<file path="config.mk">
export PLATFORM = sky130hd
export DESIGN_NAME = odd_even_sorter
export DESIGN_NICKNAME = d
export VERILOG_FILES = /design/src/rtl/sort_pkg.sv /design/src/rtl/odd_even_sorter_cmp_swap.sv /design/src/rtl/odd_even_sorter.sv
export SDC_FILE = /design/constraint.sdc
export NUM_CORES = 1
export LEC_CHECK = 0
export ABC_AREA = 1
export CAP_MARGIN = 40
export CORE_MARGIN = 2
export CORE_UTILIZATION = 50
export CTS_BUF_LIST = sky130_fd_sc_hd__clkbuf_8
export CTS_CLUSTER_DIAMETER = 120
export DETAILED_ROUTE_END_ITERATION = 7
export PLACE_DENSITY = 0.65
export SLEW_MARGIN = 10
export SYNTH_ARGS = -nofsm -noshare
export SYNTH_HDL_FRONTEND = slang
export SYNTH_HIERARCHICAL = 1
export SYNTH_SLANG_ARGS = --single-unit
</file>
<file path="constraint.sdc">
create_clock -name clk -period 7.75 [get_ports clk]
set_clock_uncertainty 0.15 [all_clocks]
set_input_delay 1.55 -clock clk [delete_from_list [all_inputs] [get_ports clk]]
set_output_delay 1.55 -clock clk [all_outputs]
set_load 0.03 [all_outputs]
</file>
<file path="src/rtl/sort_pkg.sv">
// Shared types for the odd-even transposition sorter.
// State encoding and sort-direction constants.
package sort_pkg;

  typedef enum logic [1:0] {
    LOAD,
    SORT,
    DRAIN
  } state_t;

  localparam logic SORT_ASC  = 1'b0;
  localparam logic SORT_DESC = 1'b1;

endpackage

</file>
<file path="src/rtl/odd_even_sorter_cmp_swap.sv">
// Single compare-exchange cell of the transposition network.
// Equal words never swap, keeping the sort stable.
module cmp_swap
  import sort_pkg::*;
#(
  parameter int WIDTH = 32
) (
  input  logic [WIDTH-1:0] a,
  input  logic [WIDTH-1:0] b,
  input  logic             dir,
  input  logic             en,
  output logic [WIDTH-1:0] lo_pos,
  output logic [WIDTH-1:0] hi_pos,
  output logic             swapped
);

  logic out_of_order;

  // Swap the pair when enabled and out of order for the direction
  always_comb begin
    out_of_order = (dir == SORT_DESC) ? (a < b) : (a > b);
    swapped      = en && out_of_order;
    lo_pos       = swapped ? b : a;
    hi_pos       = swapped ? a : b;
  end

endmodule

</file>
<file path="src/rtl/odd_even_sorter.sv">
// Streaming odd-even transposition sorter: load, sort, drain.
// Option SORT_EARLY_EXIT_EN: stop sorting after two idle phases.
module odd_even_sorter
  import sort_pkg::*;
#(
  parameter int WIDTH = 32,
  parameter int DEPTH = 10
) (
  input  logic             clk,
  input  logic             rst,
  input  logic             in_valid,
  output logic             in_ready,
  input  logic [WIDTH-1:0] in_data,
  input  logic             in_desc,
  output logic             out_valid,
  input  logic             out_ready,
  output logic [WIDTH-1:0] out_data,
  output logic             out_last,
  output logic             busy
);

  localparam int CW = $clog2(DEPTH);
  localparam logic [CW-1:0] LAST = CW'(DEPTH - 1);

  state_t state;
  state_t state_nxt;

  logic [WIDTH-1:0] mem     [DEPTH];
  logic [WIDTH-1:0] mem_nxt [DEPTH];

  logic [CW-1:0] wr_cnt;
  logic [CW-1:0] rd_cnt;
  logic [CW-1:0] phase;
  logic          dir;

  logic [DEPTH-2:0] cell_en;
  logic [DEPTH-2:0] cell_sw;
  logic [WIDTH-1:0] cell_lo [DEPTH-1];
  logic [WIDTH-1:0] cell_hi [DEPTH-1];

  logic in_fire;
  logic out_fire;
  logic sort_done;

  assign in_fire  = in_valid && in_ready;
  assign out_fire = out_valid && out_ready;

  for (genvar k = 0; k < DEPTH - 1; k++) begin : g_cell
    assign cell_en[k] = (state == SORT) && (phase[0] == 1'(k % 2));

    cmp_swap #(
      .WIDTH(WIDTH)
    ) u_cmp (
      .a      (mem[k]),
      .b      (mem[k+1]),
      .dir    (dir),
      .en     (cell_en[k]),
      .lo_pos (cell_lo[k]),
      .hi_pos (cell_hi[k]),
      .swapped(cell_sw[k])
    );
  end

`ifdef SORT_EARLY_EXIT_EN
  logic prev_sw;

  // Remember whether the previous phase moved anything
  always_ff @(posedge clk) begin
    if (rst) begin
      prev_sw <= 1'b0;
    end else if (state == SORT) begin
      prev_sw <= |cell_sw;
    end
  end

  assign sort_done = (phase == LAST) ||
                     ((phase != '0) && !prev_sw && !(|cell_sw));
`else
  logic unused_sw;
  assign unused_sw = ^cell_sw;
  assign sort_done = (phase == LAST);
`endif

  // Merge active cell results; enabled cells never overlap
  always_comb begin
    for (int i = 0; i < DEPTH; i++) begin
      mem_nxt[i] = mem[i];
    end
    for (int i = 0; i < DEPTH - 1; i++) begin
      if (cell_en[i]) begin
        mem_nxt[i]   = cell_lo[i];
        mem_nxt[i+1] = cell_hi[i];
      end
    end
  end

  // State register
  always_ff @(posedge clk) begin
    if (rst) begin
      state <= LOAD;
    end else begin
      state <= state_nxt;
    end
  end

  // Next state and handshake outputs from registered state only
  always_comb begin
    state_nxt = state;
    in_ready  = 1'b0;
    out_valid = 1'b0;
    out_last  = 1'b0;
    out_data  = '0;
    busy      = 1'b0;
    unique case (state)
      LOAD: begin
        in_ready = !rst;
        if (in_fire && (wr_cnt == LAST)) begin
          state_nxt = SORT;
        end
      end
      SORT: begin
        busy = 1'b1;
        if (sort_done) begin
          state_nxt = DRAIN;
        end
      end
      DRAIN: begin
        busy      = 1'b1;
        out_valid = 1'b1;
        out_data  = mem[rd_cnt];
        out_last  = (rd_cnt == LAST);
        if (out_ready && out_last) begin
          state_nxt = LOAD;
        end
      end
      default: state_nxt = LOAD;
    endcase
  end

  // Frame buffer, counters, phase and direction
  always_ff @(posedge clk) begin
    if (rst) begin
      wr_cnt <= '0;
      rd_cnt <= '0;
      phase  <= '0;
      dir    <= SORT_ASC;
      for (int i = 0; i < DEPTH; i++) begin
        mem[i] <= '0;
      end
    end else begin
      unique case (state)
        LOAD: begin
          if (in_fire) begin
            mem[wr_cnt] <= in_data;
            if (wr_cnt == '0) begin
              dir <= in_desc;
            end
            if (wr_cnt == LAST) begin
              wr_cnt <= '0;
              phase  <= '0;
            end else begin
              wr_cnt <= wr_cnt + 1'b1;
            end
          end
        end
        SORT: begin
          for (int i = 0; i < DEPTH; i++) begin
            mem[i] <= mem_nxt[i];
          end
          phase <= sort_done ? '0 : phase + 1'b1;
        end
        DRAIN: begin
          if (out_fire) begin
            rd_cnt <= out_last ? '0 : rd_cnt + 1'b1;
          end
        end
        default: ;
      endcase
    end
  end

endmodule
</file>
# Word level (Yosys, flattened, before mapping)
# Memories as Yosys holds them, arrays and structs flattened. A register that Yosys moved wholly into a read port is not among the register bits.
# Index checks and enable logic that the tools add are counted.
[totals]
ff_bits = 15
latch_bits = 0
mem_bits_rw = 320
mem_bits_ro = 0
inputBits = 37
out_inout_bits = 36
wordCells = 149
memories = 1
[mem_list]
columns = ["name", "depth", "word_bits", "rd", "rd_ports_with_merged_regs", "write_ports", "line_no", "rtl"]
rows = [
  ["mem", 10, 32, 11, 1, 10, "odd_even_sorter.sv:28", "logic [WIDTH-1:0] mem [DEPTH];"],
]
[op_classes]
n_addsub = 3
multipliers = 0
div_mod_pow = 0
magnitude_cmp = 18
n_eq_ne = 10
shifts = 0
mux = 75
bitwise = 11
n_reduce_logical = 26
[ops]
columns = ["cell", "n"]
rows = [
  ["two-way mux 32 bit", 30],
  ["two-way mux 64 bit", 9],
  ["greater-than comparator 32 bit", 9],
  ["< comparator 32 bit", 9],
  ["two-way mux 4 bit", 8],
  ["OR reduction 32 bit", 1],
  ["two-way mux 1 bit", 23],
  ["logical AND 1 bit", 15],
  ["adder 4 x 1 -> 4 bit, second input constant", 3],
  ["equality test 4 bit, second input constant", 3],
  ["!= test 2 bit, second input constant", 5],
  ["bitwise OR 1 bit", 10],
  ["AND reduction 3 bit", 3],
  ["one-hot mux 4 bit (2 select lines)", 1],
  ["two-way mux 2 bit", 3],
  ["one-hot mux 2 bit (3 select lines)", 1],
  ["logical NOT 4 bit", 1],
  ["AND reduction 2 bit", 2],
  ["equality test 2 x 1 -> 1 bit, second input constant", 1],
  ["equality test 2 bit, second input constant", 1],
  ["logical NOT 2 bit", 1],
  ["nonzero test 2 bit", 1],
  ["OR reduction 2 bit", 1],
  ["logical NOT 1 bit", 1],
  ["NOT 1 bit", 1],
]

# Longest topological paths before layout
[depth]
depth_word = 14
ltp_mapped = 23
depth_no_buf = 21

# Modules after synthesis
# Netlist, hierarchy kept.
[modules_own_cells]
columns = ["module", "n_inst", "cells_per_inst", "area_per_inst_um2", "seq_area_each_um2"]
rows = [
  ["odd_even_sorter", 1, 3207, 28638.7, 15755.1],
  ["cmp_swap", 9, 363, 1938.1, 0.0],
]

# Least setup slack after synthesis
# Ideal clock, no wire load.
[synth_path]
path_kind = "input to register"
from = "input port rst"
to = "memory mem[8][0], enable pin"
setup_ns = 0.466
arrival_time_ns = 4.274
required_time_ns = 7.134
slack_ns = 2.860
path_stages = 5
path_buffers = 0
path_cell_list = "inv_2 -> nand3_4 -> nor2_2 -> inv_1 -> o21ai_0"
[synth_lines]
columns = ["element", "line_no", "rtl"]
rows = [
  ["start, declared", "odd_even_sorter.sv:10", "input logic rst,"],
  ["end, declared", "odd_even_sorter.sv:28", ""],
]

==> metrics.cfg <==
[grt]
grt_pass1_wl_mm = 229.2
grt_max_degree = 175
antenna_found_initial = 2
grt_overflow = 0
grt_pass1_vias = 40000
grt_usage = 0.3033

[drt]
first_pass_iters = 6
routedWlPerCell_um = 19.13
antenna_left = 0
met3_length_mm = 12.77
via_count = 43270
wl_met1_mm = 63.83
drt_iter0_drc = 5104
highest_layer = met4
wl_met2_mm = 63.64
drt_drc_violations_left = 0
wl_mm = 144.3
via_per_inst = 5.738

[timing]
fin_ws_ns = 1.905
setup_tns_ns = 0
setup_viol = 0
fmax_mhz = 171.1
rsz0062_at_grt = no
fin_crit_ns = 5.845
hold_slack_ns = 0.3391
tightest_slew_ns = 0.9858
finalHoldViolations = 0
slew_headroom = 0.3428
slew_violations = 0
finalCritPeriodShare = 0.7541

[clock_tree]
clock-sinks = 531
cts_root_buf = clkbuf_8
cts_max_path_buffers = 3
postCtsSetupRepairBufs = 0
cts_tree = yes
h-tree-depth = 3
cts-resized-gates = 0
clk_pin_slew_ns = 0.06
clk_latency_ns = 0.76
cts_buffers = 98
ctsHoldBuffers = 0

[floorplan]
floorplan.rows = 111
dieArea_um2 = 94540
io_pins = 73
die_w_um = 307.5
die_y_um = 307.5
core_area_um2 = 91520
start_util = 0.5031

[yosys]
netlist_area_um2 = 46050
syn_avg_cell_area_um2 = 7.123
synthCells = 6465
synth_fp_nets = 6799
synth_warnings = 6

[power]
total_power_w = 0.01038
p_per_area_nw_per_um2 = 215.4
peakVddDrop_v = 0.0001616
p_leak_nw = 22.70

[place]
place.gp.congestion = 0.9145
place_ws_ns = 2.769
place_hpwl_mm = 99.33
port-buffer-count = 72
placed_cells = 7366

[min_path]
min_path_cells = 2
worstHoldEndpoint = phase[3]
hp-class = flip-flop to flip-flop
hp-start = phase[3]

[critical_path]
ff2ff_setup_slack_ns = 3.09
cp.required_ns = 6.05
arrival_ns = 4.14
start_kind = flip-flop
crit_type = flip-flop to output pin
r2r_cells = 15
reg2reg_from = state[1]
crit_fanout = 130
r2r-end = mem[3][3]
end_kind = output pin

[job]
maxCapViolations = 0

[outcome]
status = complete, no violations

[cells_and_area]
final_nets = 6614
regArea_um2 = 15760
fillers = 8808
layout-drive-gt1-share = 0.05525
multi_input_area_um2 = 24910
fin_cells = 7541
area_delta_synth_final_pct = 4.657

==> state kept, by name, summed over array words and instances, names as in the netlist, named ones only <==
signal,flops
dir,1
mem,512
phase,4
rd_cnt,4
state,2
wr_cnt,4
==> per-layer routing <==
metal / vias to the layer above / track usage
li1: 21090 / -
met1: 20100 / 0.4397
met2: 1877 / 0.4672
met3: 206 / 0.03950
met4: 0 / 0.09836
met5: - / 0
==> cell usage in the layout, fill, tap and decap left out, drive strengths merged, types with 32 or more instances in the layout <==
master	instances
nand2	2362
nand3	1184
inv	721
edfxtp	512
o21ai	310
ha	297
a22o	224
a21oi	170
nor2	131
clkbuf	107
buf	88
clkdlybuf4s50	72
clkinv	40
o22ai	33
mux2i	32
==> power by group <==
part / switching, W / internal, W / total (W)
clock network: 0.00131 / 0.00131 / 0.00262
logic: 0.00279 / 0.00111 / 0.00389
registers: 0.000432 / 0.00343 / 0.00386
==> metrics by stage <==
step                      utilization  instance area [um^2]
after floorplan                     -                 46050
after global placement         0.5040                 46130
after detailed placement       0.5065                 46360
after CTS                      0.5265                 48190
after global routing           0.5266                 48190
final                          0.5266                 48190
==> worst max-delay path by stage <==
stage                  endpoint
CTS                 out_data[4]
global route        out_data[4]
finish              out_data[4]
floorplan             mem[8][0]
detailed placement  out_data[7]
global placement    out_data[4]
==> layout make-up <==
type	instances	area share
clock buffers	107	0.03056
flip-flops and latches	531	0.3271
well taps	1186	0.03079
repair buffers	160	0.03245
inverters	696	0.05463
diodes	2	0.0001039
clock inverters	66	0.007451
multi-input cells	4793	0.5169
==> critical path: stages, from the launching register on <==
cell and delay, ns:
dfxtp_4 0.69, buf_12 0.54, buf_4 0.48, nand2_1 0.09, nand2_1 0.08, nand2_1 0.04
nand3_1 0.08, nand3_1 0.08, a21oi_1 0.40, clkdlybuf4s50_1 0.77
Note: power is estimated with default switching activity, not from simulation.
